`src/rtl/shift_arb_if.sv`:
```
// Request/response bundle between the two requesters and shift_arbiter.
// The master side is the requester pair; the slave side is the arbiter.
interface shift_arb_if;
    logic [1:0]  req_valid;
    logic [1:0]  req_ready;
    logic [31:0] req_a0;
    logic [31:0] req_a1;
    logic [4:0]  req_shamt0;
    logic [4:0]  req_shamt1;
    logic [1:0]  req_type0;
    logic [1:0]  req_type1;
    logic [1:0]  rsp_valid;
    logic [1:0]  rsp_ready;
    logic [31:0] rsp_data;
    logic        busy;

    modport master (
        output req_valid, req_a0, req_a1, req_shamt0, req_shamt1,
               req_type0, req_type1, rsp_ready,
        input  req_ready, rsp_valid, rsp_data, busy
    );

    modport slave (
        input  req_valid, req_a0, req_a1, req_shamt0, req_shamt1,
               req_type0, req_type1, rsp_ready,
        output req_ready, rsp_valid, rsp_data, busy
    );
endinterface

```
`src/rtl/shift_arbiter.sv`:
```
// Shares one 32-bit shifter between two requesters, one operation in flight.
// Define SHIFT_ARB_RR_EN for round-robin ties; otherwise requester 0 has priority.
module shift_arbiter (
    input  logic        clk,
    input  logic        rst_n,
    shift_arb_if.slave  bus_io
);

    typedef enum logic [1:0] {
        IDLE = 2'd0,
        EXEC = 2'd1,
        RESP = 2'd2
    } state_e;

    state_e      state_q, state_d;
    logic [31:0] a_q, a_d;
    logic [4:0]  shamt_q, shamt_d;
    logic [1:0]  type_q, type_d;
    logic        gnt_id_q, gnt_id_d;
    logic [31:0] rsp_data_q, rsp_data_d;
    logic        busy_q;
    logic        win_s;
    logic [1:0]  req_ready_s;
    logic [31:0] shift_s;
`ifdef SHIFT_ARB_RR_EN
    logic        last_gnt_q, last_gnt_d;
`endif

    function automatic logic [31:0] shift_fn(input logic [31:0] a,
                                             input logic [4:0]  sh,
                                             input logic [1:0]  t);
        logic [31:0] r;
        r = 32'h0000_0000;
        case (t)
            2'b00:   r = a << sh;
            2'b01:   r = a >> sh;
            2'b10:   r = $unsigned($signed(a) >>> sh);
            default: r = 32'h0000_0000;
        endcase
        return r;
    endfunction

    // The shared shifter only ever sees the captured operands.
    assign shift_s = shift_fn(a_q, shamt_q, type_q);

    // Winner selection among valid requesters.
    always_comb begin
        win_s = 1'b0;
`ifdef SHIFT_ARB_RR_EN
        if (bus_io.req_valid == 2'b11) begin
            win_s = ~last_gnt_q;
        end else if (bus_io.req_valid[1]) begin
            win_s = 1'b1;
        end else begin
            win_s = 1'b0;
        end
`else
        if (bus_io.req_valid[0]) begin
            win_s = 1'b0;
        end else begin
            win_s = 1'b1;
        end
`endif
    end

    // Sequencer next-state and datapath capture.
    always_comb begin
        state_d     = state_q;
        a_d         = a_q;
        shamt_d     = shamt_q;
        type_d      = type_q;
        gnt_id_d    = gnt_id_q;
        rsp_data_d  = rsp_data_q;
        req_ready_s = 2'b00;
`ifdef SHIFT_ARB_RR_EN
        last_gnt_d  = last_gnt_q;
`endif
        case (state_q)
            IDLE: begin
                if (|bus_io.req_valid) begin
                    req_ready_s[win_s] = 1'b1;
                    a_d      = win_s ? bus_io.req_a1     : bus_io.req_a0;
                    shamt_d  = win_s ? bus_io.req_shamt1 : bus_io.req_shamt0;
                    type_d   = win_s ? bus_io.req_type1  : bus_io.req_type0;
                    gnt_id_d = win_s;
`ifdef SHIFT_ARB_RR_EN
                    last_gnt_d = win_s;
`endif
                    state_d  = EXEC;
                end else begin
                    state_d  = IDLE;
                end
            end
            EXEC: begin
                rsp_data_d = shift_s;
                state_d    = RESP;
            end
            RESP: begin
                if (bus_io.rsp_ready[gnt_id_q]) begin
                    state_d = IDLE;
                end else begin
                    state_d = RESP;
                end
            end
            default: begin
                state_d = IDLE;
            end
        endcase
    end

    // State, operand, result and status registers.
    always_ff @(posedge clk or negedge rst_n) begin
        if (!rst_n) begin
            state_q    <= IDLE;
            a_q        <= 32'h0000_0000;
            shamt_q    <= 5'd0;
            type_q     <= 2'b00;
            gnt_id_q   <= 1'b0;
            rsp_data_q <= 32'h0000_0000;
            busy_q     <= 1'b0;
`ifdef SHIFT_ARB_RR_EN
            last_gnt_q <= 1'b1;
`endif
        end else begin
            state_q    <= state_d;
            a_q        <= a_d;
            shamt_q    <= shamt_d;
            type_q     <= type_d;
            gnt_id_q   <= gnt_id_d;
            rsp_data_q <= rsp_data_d;
            busy_q     <= (state_d != IDLE);
`ifdef SHIFT_ARB_RR_EN
            last_gnt_q <= last_gnt_d;
`endif
        end
    end

    // Grant is gated by reset so a request seen during reset is never accepted.
    assign bus_io.req_ready = rst_n ? req_ready_s : 2'b00;
    assign bus_io.rsp_valid = (state_q == RESP) ? (gnt_id_q ? 2'b10 : 2'b01) : 2'b00;
    assign bus_io.rsp_data  = rsp_data_q;
    assign bus_io.busy      = busy_q;

endmodule

```
`src/flat_wrapper.sv`:
```
// flat-port wrapper written by rule: the top's interface ports become plain ports
module shift_arbiter_flat 
  (clk, rst_n, bus_io_req_valid, bus_io_req_a0, bus_io_req_a1, bus_io_req_shamt0, bus_io_req_shamt1, bus_io_req_type0, bus_io_req_type1, bus_io_rsp_ready, bus_io_req_ready, bus_io_rsp_valid, bus_io_rsp_data, bus_io_busy);
  shift_arb_if bus_io_i ();
  input  logic clk;
  input  logic rst_n;
  input wire logic [$bits(bus_io_i.req_valid)-1:0] bus_io_req_valid;
  input wire logic [$bits(bus_io_i.req_a0)-1:0] bus_io_req_a0;
  input wire logic [$bits(bus_io_i.req_a1)-1:0] bus_io_req_a1;
  input wire logic [$bits(bus_io_i.req_shamt0)-1:0] bus_io_req_shamt0;
  input wire logic [$bits(bus_io_i.req_shamt1)-1:0] bus_io_req_shamt1;
  input wire logic [$bits(bus_io_i.req_type0)-1:0] bus_io_req_type0;
  input wire logic [$bits(bus_io_i.req_type1)-1:0] bus_io_req_type1;
  input wire logic [$bits(bus_io_i.rsp_ready)-1:0] bus_io_rsp_ready;
  output wire logic [$bits(bus_io_i.req_ready)-1:0] bus_io_req_ready;
  output wire logic [$bits(bus_io_i.rsp_valid)-1:0] bus_io_rsp_valid;
  output wire logic [$bits(bus_io_i.rsp_data)-1:0] bus_io_rsp_data;
  output wire logic [$bits(bus_io_i.busy)-1:0] bus_io_busy;
  assign bus_io_i.req_valid = bus_io_req_valid;
  assign bus_io_i.req_a0 = bus_io_req_a0;
  assign bus_io_i.req_a1 = bus_io_req_a1;
  assign bus_io_i.req_shamt0 = bus_io_req_shamt0;
  assign bus_io_i.req_shamt1 = bus_io_req_shamt1;
  assign bus_io_i.req_type0 = bus_io_req_type0;
  assign bus_io_i.req_type1 = bus_io_req_type1;
  assign bus_io_i.rsp_ready = bus_io_rsp_ready;
  assign bus_io_req_ready = bus_io_i.req_ready;
  assign bus_io_rsp_valid = bus_io_i.rsp_valid;
  assign bus_io_rsp_data = bus_io_i.rsp_data;
  assign bus_io_busy = bus_io_i.busy;
  shift_arbiter u_core (.clk(clk), .rst_n(rst_n), .bus_io(bus_io_i));
endmodule
```
`config.mk`:
```
export PLATFORM = sky130hd
export DESIGN_NAME = shift_arbiter_flat
export DESIGN_NICKNAME = d
export VERILOG_FILES = /design/src/rtl/shift_arb_if.sv /design/src/rtl/shift_arbiter.sv /design/src/flat_wrapper.sv
export SDC_FILE = /design/constraint.sdc
export NUM_CORES = 1
export LEC_CHECK = 0
export CAP_MARGIN = 30
export CORE_AREA = 2 2 128 130
export CTS_BUF_LIST = sky130_fd_sc_hd__clkbuf_8 sky130_fd_sc_hd__clkbuf_16
export DETAILED_ROUTE_END_ITERATION = 10
export DIE_AREA = 0 0 130 132
export PLACE_DENSITY = 0.79
export SLEW_MARGIN = 20
export SYNTH_ARGS = -nofsm -noshare
export SYNTH_HDL_FRONTEND = slang
export SYNTH_SLANG_ARGS = --single-unit
```
`constraint.sdc`:
```
create_clock -name clk -period 2.1 [get_ports clk]
set_input_delay 0.63 -clock clk [delete_from_list [all_inputs] [get_ports clk]]
set_output_delay 0.63 -clock clk [all_outputs]
set_load 0.005 [all_outputs]
```
# Word-level counts from Yosys, hierarchy flattened
# Index checks and enable logic that the tools add are counted.
[classes]
magnitude_cmp = 3
eq_ne = 4
shifts = 3
n_mux = 17
n_reduce_logical = 6
[ops]
columns = ["operator", "n"]
rows = [
  ["case mux 32 bit (3 select lines)", 1],
  ["two-way mux 32 bit", 1],
  ["<< shifter 32 x 5 -> 32 bit", 1],
  ["right shift 32 x 5 -> 32 bit", 1],
  [">>> shifter 32 x 5 -> 32 bit", 1],
  ["two-way mux 2 bit", 7],
  ["case mux 2 bit (3 select lines)", 1],
  ["two-way mux 1 bit", 5],
  ["two-way mux 5 bit", 1],
  ["== test 2 x 1 -> 1 bit (second input constant)", 2],
  ["== test 2 bit (second input constant)", 2],
  ["zero test 2 bit", 2],
  ["less-than comparator 1 x 2 -> 1 bit (second input constant)", 2],
  ["AND reduction 2 bit", 1],
  ["nonzero test 2 bit", 1],
  ["OR reduction 2 bit", 1],
  ["demux 1 bit (select 1 bit)", 1],
  [">= comparator 1 bit (second input constant)", 1],
  ["logical AND 1 bit", 1],
]
[totals]
reg_bits = 75
output_inout_bits = 37
elab_cells = 40

# Longest topological paths before layout
# Gate-level depths: netlist of run 1.
[logic_depth]
depth_word = 8
depth_mapped = 10
mapped_depth_nobuf = 5

# Worst setup path after synthesis of run 1
# OpenSTA, ideal clock, no wires.
[synth_timing]
kind = "input-to-output"
startpoint = "in bus_io_req_valid[0]"
endpoint = "out bus_io_req_ready[1]"
t_arrival_ns = 1.511
slack_ns = -0.041
cell_stages = 3
n_path_buf = 2
path_cell_list = "clkbuf_1 -> buf_1 -> and4b_1"
[synth_via]
elab_chain_len = 8
[synth_lines]
columns = ["element", "line_no", "text"]
rows = [
  ["start, declared", "flat_wrapper.sv:7", "input wire logic [$bits(bus_io_i.req_valid)-1:0] bus_io_req_valid;"],
  ["two-way mux 1 bit", "shift_arbiter.sv:58", "if (bus_io.req_valid[0]) begin"],
  ["less-than comparator 1 x 2 -> 1 bit (implied by the code) / >= comparator 1 bit (equally long branches)", "shift_arbiter.sv:81", "req_ready_s[win_s] = 1'b1;"],
  ["logical AND 1 bit (implied by the code)", "shift_arbiter.sv:81", ""],
  ["two-way mux 1 bit (implied by the code)", "shift_arbiter.sv:81", ""],
  ["demux 1 bit (select 1 bit)", "--", ""],
  ["two-way mux 2 bit *", "shift_arbiter.sv:80", "if (|bus_io.req_valid) begin"],
  ["two-way mux 2 bit *", "shift_arbiter.sv:78", "case (state_q)"],
  ["two-way mux 2 bit *", "shift_arbiter.sv:139", "assign bus_io.req_ready = rst_n ? req_ready_s : 2'b00;"],
  ["end, declared", "flat_wrapper.sv:15", "output wire logic [$bits(bus_io_i.req_ready)-1:0] bus_io_req_ready;"],
]
# Mark *: on every way between the ends. The rest lies on a longest branch, timed or not.

# Worst setup path in the final report of run 1
[layout_timing]
startpoint = "reg u_core.shamt_q[0]"
endpoint = "reg u_core.rsp_data_q[16], in the netlist u_core.bus_io.rsp_data[16]"
[layout_via]
elab_chain_len = 2
[layout_lines]
columns = ["element", "line_no", "text"]
rows = [
  ["start, declared", "shift_arbiter.sv:17", "logic [4:0] shamt_q, shamt_d;"],
  ["start signal, assigned", "shift_arbiter.sv:127", "shamt_q <= shamt_d;"],
  [">>> shifter 32 x 5 -> 32 bit (tied with other cells)", "shift_arbiter.sv:37", "2'b10: r = $unsigned($signed(a) >>> sh);"],
  ["case mux 32 bit (3 select lines) *", "shift_arbiter.sv:34", "case (t)"],
  ["end signal, assigned", "shift_arbiter.sv:130", "rsp_data_q <= rsp_data_d;"],
  ["end, declared", "shift_arbiter.sv:20", "logic [31:0] rsp_data_q, rsp_data_d;"],
]
# Marked as above.
# A chain may end at the register's enable or synchronous reset.

==> results of run 1 <==
-- per-stage QoR --
step	std cells	setup slack, ns	util	setup TNS (ns)	hold slack (ns)
6_report	1340	-0.253	0.752	-3.73	0.404
5_1_grt	1340	-0.259	0.752	-5.09	0.459
4_1_cts	1314	-0.149	0.709	-2.10	0.431
3_5_place_dp	1290	-0.341	0.668	-5.63	0.478
3_3_place_gp	1290	-0.306	0.668	-4.82	0.467
2_1_floorplan	837	0.0910	-	0	0.334
-- layer usage --
| layer | track usage | share of wire | wire length [µm] |
|---|---|---|---|
| met1 | 0.533 | 0.37 | 13100 |
| met2 | 0.595 | 0.45 | 15800 |
| met3 | 0.0576 | 0.11 | 3770 |
| met4 | 0.180 | 0.067 | 2340 |
| met5 | 0 | 0 | 0 |
-- sequential cells by signal (all words and copies together), names as in the netlist --
signal	cells
u_core.a_q	32
u_core.bus_io.rsp_data	32
u_core.shamt_q	5
u_core.state_q	2
u_core.type_q	2
u_core.bus_io.busy	1
u_core.gnt_id_q	1
-- repair_timing --
item                       CTS  global route
gates cloned                 0             2
pin swaps                   11            38
setup endpoints to repair   36            33
hold buffers                 0             0
gates resized for setup     75            96
buffers inserted             9            25
-- kinds of logic (layout without fill, tap and decap cells) --
family | count (synthesis) | after routing | share of synthesized area
xor+xnor | 1 | 1 | 0.00113
simple gates | 226 | 226 | 0.132
mux | 191 | 191 | 0.347
flops | 75 | 75 | 0.242
buf+inv | 112 | 399 | 0.0782
compound gates | 232 | 232 | 0.199
-- path summary, 6_finish.rpt --
check	cells after the start	to	start	slack, ns
hold / removal	2	u_core.bus_io.rsp_data[10]$_DFFE_PN0P_	rst_n	0.40
hold reg to reg	2	u_core.bus_io.rsp_data[27]$_DFFE_PN0P_	u_core.bus_io.rsp_data[27]$_DFFE_PN0P_	0.48
setup reg to reg	9	u_core.bus_io.rsp_data[16]$_DFFE_PN0P_	u_core.shamt_q[0]$_DFFE_PN0P_	-0.25
max in group asynchronous	3	u_core.bus_io.rsp_data[9]$_DFFE_PN0P_	rst_n	0.80
min in group clk	2	u_core.bus_io.rsp_data[27]$_DFFE_PN0P_	u_core.bus_io.rsp_data[27]$_DFFE_PN0P_	0.48
setup / recovery	9	u_core.bus_io.rsp_data[16]$_DFFE_PN0P_	u_core.shamt_q[0]$_DFFE_PN0P_	-0.25
-- where the power goes --
group	internal, W	leakage, nW	switching [W]	total [W]
Combinational	0.00962	3.87	0.00989	0.0195
Sequential	0.00209	0.895	0.00115	0.00324
Clock	0.00116	0.165	0.000687	0.00185
-- final cells by class --
type,instances,area [µm²]
Clock buffer,9,225
Fill cell,1050,3890
Timing Repair Buffer,376,3480
Sequential cell,75,1880
Clock inverter,7,116
Inverter,7,35.0
Multi-Input combinational cell,650,5810
Tap cell,216,270
-- cells in the final DEF (no fill, tap or decap), types with 9 or more instances in the layout --
cell type and n:
clkbuf_16 11, nor2_1 76, o211ai_1 14, mux2i_4 10, a21oi_1 60, mux2i_2 12, nand2_1 64, mux2_4 9
mux4_2 54, clkdlybuf4s50_1 114, buf_6 19, o21ai_1 10, nand3_1 18, mux2i_1 82, buf_12 19, o21ai_0 24
mux2_2 22, buf_4 215, dfrtp_1 72
==> impl_metrics.env, run 1 <==
export IMPL_status="finished, violations left"
export IMPL_violations="setup timing"
export IMPL_worst_setup_path_type="reg -> reg"
export IMPL_syn_area_per_cell_um2=9.26
export IMPL_end_kind="register"
export IMPL_row_count=46
export IMPL_grt_pass1_wl_um=50100
export IMPL_place_area_mm2=0.0105
export IMPL_crit_path_frequent_cell="buf_12"
export IMPL_fin_area_mm2=0.0118
export IMPL_syn_area_mm2=0.00775
export IMPL_htreeDepth=3
export IMPL_synth_main_ff_cell="dfrtp_1"
export IMPL_critPathArrivalTime_ns=2.60
export IMPL_first_global_vias=8417
export IMPL_max_slew_margin_rel=0.590
export IMPL_rsz0062_at_grt="yes"
export IMPL_wl_um=35000
export IMPL_place_gp_congestion=1.04
export IMPL_antenna_cells=0
export IMPL_drc=0
export IMPL_fmax_ghz=0.425
export IMPL_period_share=1.12
export IMPL_clock_sinks=75
export IMPL_syn_inst=837
export IMPL_crit_chain="buf_12 -> buf_12 -> buf_8 -> mux4_2 -> mux2i_1 -> buf_4 -> mux2_4 -> nor2_1 -> o22a_1"
export IMPL_min_period_ns=2.35
export IMPL_ys_types=70
export IMPL_finalPower_w=0.0246
export IMPL_pin_count=121
export IMPL_viasPerCell=6.72
export IMPL_crit_slowest_cell="dfrtp_4"
export IMPL_setup_viol=31
export IMPL_die_w_um=130
export IMPL_clockBufferDepth=2
export IMPL_nets=1203
export IMPL_die_area_mm2=0.0172
export IMPL_netlist_area_leader_share=0.242
export IMPL_max_vdd_ir_drop_uv=1500
export IMPL_hold_violations=0
export IMPL_cts_buffers=9
export IMPL_synth_nets=921
export IMPL_num_vias=9008
export IMPL_ys_warn_count=0
export IMPL_wire_per_inst_um=26.1
export IMPL_portBuffers=120
export IMPL_worstHoldPathType="in -> async"
export IMPL_drive_gt1_frac=0.407
export IMPL_hpwlAfterDp_um=25100
export IMPL_worst_pin_slew_ns=0.614
export IMPL_cts_root_buffer="clkbuf_16"
export IMPL_grt_overflow=0
export IMPL_first_iter_violations=1339
export IMPL_yosysTopAreaCell="dfrtp_1"
export IMPL_cp_max_fo=9
export IMPL_ant_nets=0
export IMPL_synth_seq_cells=75
export IMPL_initial_utilization=0.493
export IMPL_dr_pass1_iters=6
export IMPL_ys_async_sr_fraction=1.00
export IMPL_max_cap_violations=0
export IMPL_p_leak_nw=4.93
export IMPL_path_buf_inv=4
export IMPL_grt_max_degree=47
export IMPL_clk_latency_ns=0.36
export IMPL_required_ns=2.34
export IMPL_antenna_found_initial=0
export IMPL_skew_ns=0.0103
export IMPL_die_y_um=132
export IMPL_slew_violations=0
export IMPL_coreArea_mm2=0.0157
export IMPL_ys_seq_area_frac=0.242
export IMPL_worst_slack_ns=-0.253
export IMPL_synth_area_leaders="dfrtp_1 (24%), mux2i_1 (13%), mux4_2 (13%)"
export IMPL_cts_tree="yes"
export IMPL_netlist_top_cells_count="mux2i_1 (104), nor2_1 (81), dfrtp_1 (75)"
export IMPL_yosysMostFrequentCell="mux2i_1"
export IMPL_cp_top_family="multiplexers"
export IMPL_max_stage_delay_ns=0.51
export IMPL_cp_start_kind="register"
export IMPL_clk_pin_slew_ns=0.06
export IMPL_power_density_mw_per_mm2=2080
export IMPL_area_delta_synth_final_pct=52.6
export IMPL_synth_edf_count=0
export IMPL_grt_usage=0.386
No activity file was read; power rests on OpenSTA's default activity.
==> run 2: changes to the inputs <==
--- a/config.mk
+++ b/config.mk
@@ -6,10 +6,10 @@
 export NUM_CORES = 1
 export LEC_CHECK = 0
 export CAP_MARGIN = 30
-export CORE_AREA = 2 2 128 130
+export CORE_AREA = 2 2 105 158
 export CTS_BUF_LIST = sky130_fd_sc_hd__clkbuf_8 sky130_fd_sc_hd__clkbuf_16
 export DETAILED_ROUTE_END_ITERATION = 10
-export DIE_AREA = 0 0 130 132
+export DIE_AREA = 0 0 107 160
 export PLACE_DENSITY = 0.79
 export SLEW_MARGIN = 20
 export SYNTH_ARGS = -nofsm -noshare
==> impl_metrics.env, run 2 (synthesis gave the netlist of run 1 again) <==
export IMPL_cp_start_kind="register"
export IMPL_slew_violations=0
export IMPL_grt_max_degree=69
export IMPL_ant_nets=0
export IMPL_antenna_cells=0
export IMPL_pre_cts_ws_ns=-0.317
export IMPL_violations="setup timing"
export IMPL_required_ns=2.33
export IMPL_skew_ns=0.00822
export IMPL_rsz0062_at_grt="yes"
export IMPL_drive_gt1_frac=0.409
export IMPL_die_w_um=107
export IMPL_pin_count=121
export IMPL_drc=0
export IMPL_place_gp_congestion=1.11
export IMPL_dr_pass1_iters=6
export IMPL_min_period_ns=2.33
export IMPL_portBuffers=120
export IMPL_ff_latch_area_mm2=0.00189
export IMPL_hpwlAfterDp_um=27400
export IMPL_period_share=1.11
export IMPL_fmax_ghz=0.429
export IMPL_multi_input_area_mm2=0.00572
export IMPL_clock_sinks=75
export IMPL_n_fill_cell=1096
export IMPL_viasPerCell=6.87
export IMPL_clock_power_share=0.064
export IMPL_wl_um=38600
export IMPL_first_iter_violations=1076
export IMPL_clk_pin_slew_ns=0.07
export IMPL_cts_root_buffer="clkbuf_16"
export IMPL_wire_per_inst_um=28.6
export IMPL_max_vdd_ir_drop_uv=1350
export IMPL_p_leak_nw=4.94
export IMPL_setup_viol=31
export IMPL_num_vias=9264
export IMPL_netSwitchingPower_w=0.0120
export IMPL_p_sw_frac=0.487
export IMPL_max_slew_margin_rel=0.621
export IMPL_first_global_vias=9342
export IMPL_cts_buffers=9
export IMPL_antenna_found_initial=0
export IMPL_grt_pass1_wl_um=57500
export IMPL_clockBufferDepth=2
export IMPL_internal_power_w=0.0127
export IMPL_status="finished, violations left"
export IMPL_finalPower_w=0.0247
export IMPL_coreArea_mm2=0.0159
export IMPL_p_comb_frac=0.809
export IMPL_htreeDepth=3
export IMPL_initial_utilization=0.487
export IMPL_layout_commonest_cell="buf_4"
export IMPL_power_density_mw_per_mm2=2100
export IMPL_end_kind="register"
export IMPL_worstHoldPathType="in -> async"
export IMPL_die_y_um=160
export IMPL_cp_max_fo=6
export IMPL_hold_violations=0
export IMPL_grt_usage=0.450
export IMPL_die_area_mm2=0.0171
export IMPL_worst_slack_ns=-0.231
export IMPL_cts_tree="yes"
export IMPL_worst_setup_path_type="reg -> reg"
export IMPL_p_seq_frac=0.127
export IMPL_area_delta_synth_final_pct=51.9
export IMPL_critPathArrivalTime_ns=2.56
export IMPL_max_cap_violations=0
export IMPL_clk_latency_ns=0.35
export IMPL_worst_pin_slew_ns=0.568
export IMPL_nets=1221
export IMPL_regToRegSetupSlack_ns=-0.23
export IMPL_mostFrequentLayoutCells="buf_4 (240), clkdlybuf4s50_1 (113), mux2i_1 (84), nor2_1 (74), dfrtp_1 (71)"
export IMPL_grt_overflow=0
export IMPL_row_count=57
## run 2: cell types whose count changed in the layout (fill, tap and decap cells not counted), moves of 4 or more
| cell | before | now |
|---|---|---|
| mux2_2 | 22 | 27 |
| buf_12 | 19 | 13 |
| mux2_4 | 9 | 4 |
| nor3_2 | 7 | 3 |
| buf_6 | 19 | 13 |
| a22oi_1 | 8 | 13 |
| buf_4 | 215 | 240 |
| o21ai_1 | 10 | 15 |
| nor3_1 | 7 | 12 |
| a22oi_2 | 7 | 2 |
## run 2: metrics by stage
| stage | hold WS [ns] | utilization | setup TNS [ns] | cell area [µm²] | instances |
|---|---|---|---|---|---|
| 6_report | 0.328 | 0.740 | -4.21 | 11800 | 1348 |
| 5_1_grt | 0.318 | 0.740 | -5.48 | 11800 | 1348 |
| 4_1_cts | 0.304 | 0.722 | -1.93 | 11500 | 1341 |
| 3_5_place_dp | 0.482 | 0.664 | -4.51 | 10600 | 1299 |
| 3_3_place_gp | 0.471 | 0.664 | -3.94 | 10600 | 1299 |
| 2_1_floorplan | 0.334 | - | 0 | 7750 | 837 |
## run 2: area by class of cell
cell class	count	share of cell area
multi-input cells	650	0.486
repair buffers	394	0.304
flip-flops and latches	75	0.161
well taps	206	0.0219
clock buffers	11	0.0215
clock inverters	5	0.00308
inverters	7	0.00255
## run 2: final timing paths
check,cells after the start,startpoint,to
setup / recovery,8,u_core.shamt_q[0]$_DFFE_PN0P_,u_core.bus_io.rsp_data[31]$_DFFE_PN0P_
hold / removal,2,rst_n,u_core.bus_io.rsp_data[4]$_DFFE_PN0P_
setup reg to reg,8,u_core.shamt_q[0]$_DFFE_PN0P_,u_core.bus_io.rsp_data[31]$_DFFE_PN0P_
hold reg to reg,2,u_core.bus_io.rsp_data[20]$_DFFE_PN0P_,u_core.bus_io.rsp_data[20]$_DFFE_PN0P_
max in group asynchronous,3,rst_n,u_core.shamt_q[1]$_DFFE_PN0P_
min in group clk,2,u_core.bus_io.rsp_data[20]$_DFFE_PN0P_,u_core.bus_io.rsp_data[20]$_DFFE_PN0P_
## run 2: worst max-delay path, cell delays in order (launching register included)
cell and delay (ns):
dfrtp_4 0.50, buf_8 0.16, buf_12 0.14, buf_8 0.13
mux4_2 0.47, mux2i_1 0.19, buf_4 0.19, a21oi_4 0.09
a311o_1 0.33
## run 2: routing by layer
metal,global-route usage,part of all wire,up-vias
li1,-,-,3806
met1,0.531,0.34,4408
met2,0.737,0.47,806
met3,0.0735,0.099,244
met4,0.321,0.093,0
met5,0,0,-
## run 2: power by group through the flow
| stage | sequential (W) | clock [W] | combinational (W) |
|---|---|---|---|
| 4_1_cts | 0.00302 | 0.00158 | 0.0183 |
| 3_5_place_dp | 0.00306 | 0 | 0.0163 |
| 2_1_floorplan | 0.00247 | 0 | 0.00912 |
| 5_1_grt | 0.00315 | 0.00163 | 0.0207 |
| 6_report | 0.00314 | 0.00157 | 0.0200 |
| 3_3_place_gp | 0.00301 | 0 | 0.0161 |
## run 2: what timing repair did
action | 4_1_cts | 5_1_grt
buffers inserted | 23 | 6
resized for setup | 112 | 54
hold buffers | 0 | 0
setup endpoints to repair | 36 | 32
pin swaps | 27 | 22
hold endpoints to repair | 0 | 0
gates cloned | 3 | 1
==> run 3: changes to the inputs <==
--- a/config.mk
+++ b/config.mk
@@ -5,7 +5,6 @@
 export SDC_FILE = /design/constraint.sdc
 export NUM_CORES = 1
 export LEC_CHECK = 0
-export CAP_MARGIN = 30
 export CORE_AREA = 2 2 105 158
 export CTS_BUF_LIST = sky130_fd_sc_hd__clkbuf_8 sky130_fd_sc_hd__clkbuf_16
 export DETAILED_ROUTE_END_ITERATION = 10
==> results of run 3 <==
Same layout as run 2: the final DEF is identical, and so are final timing and power.
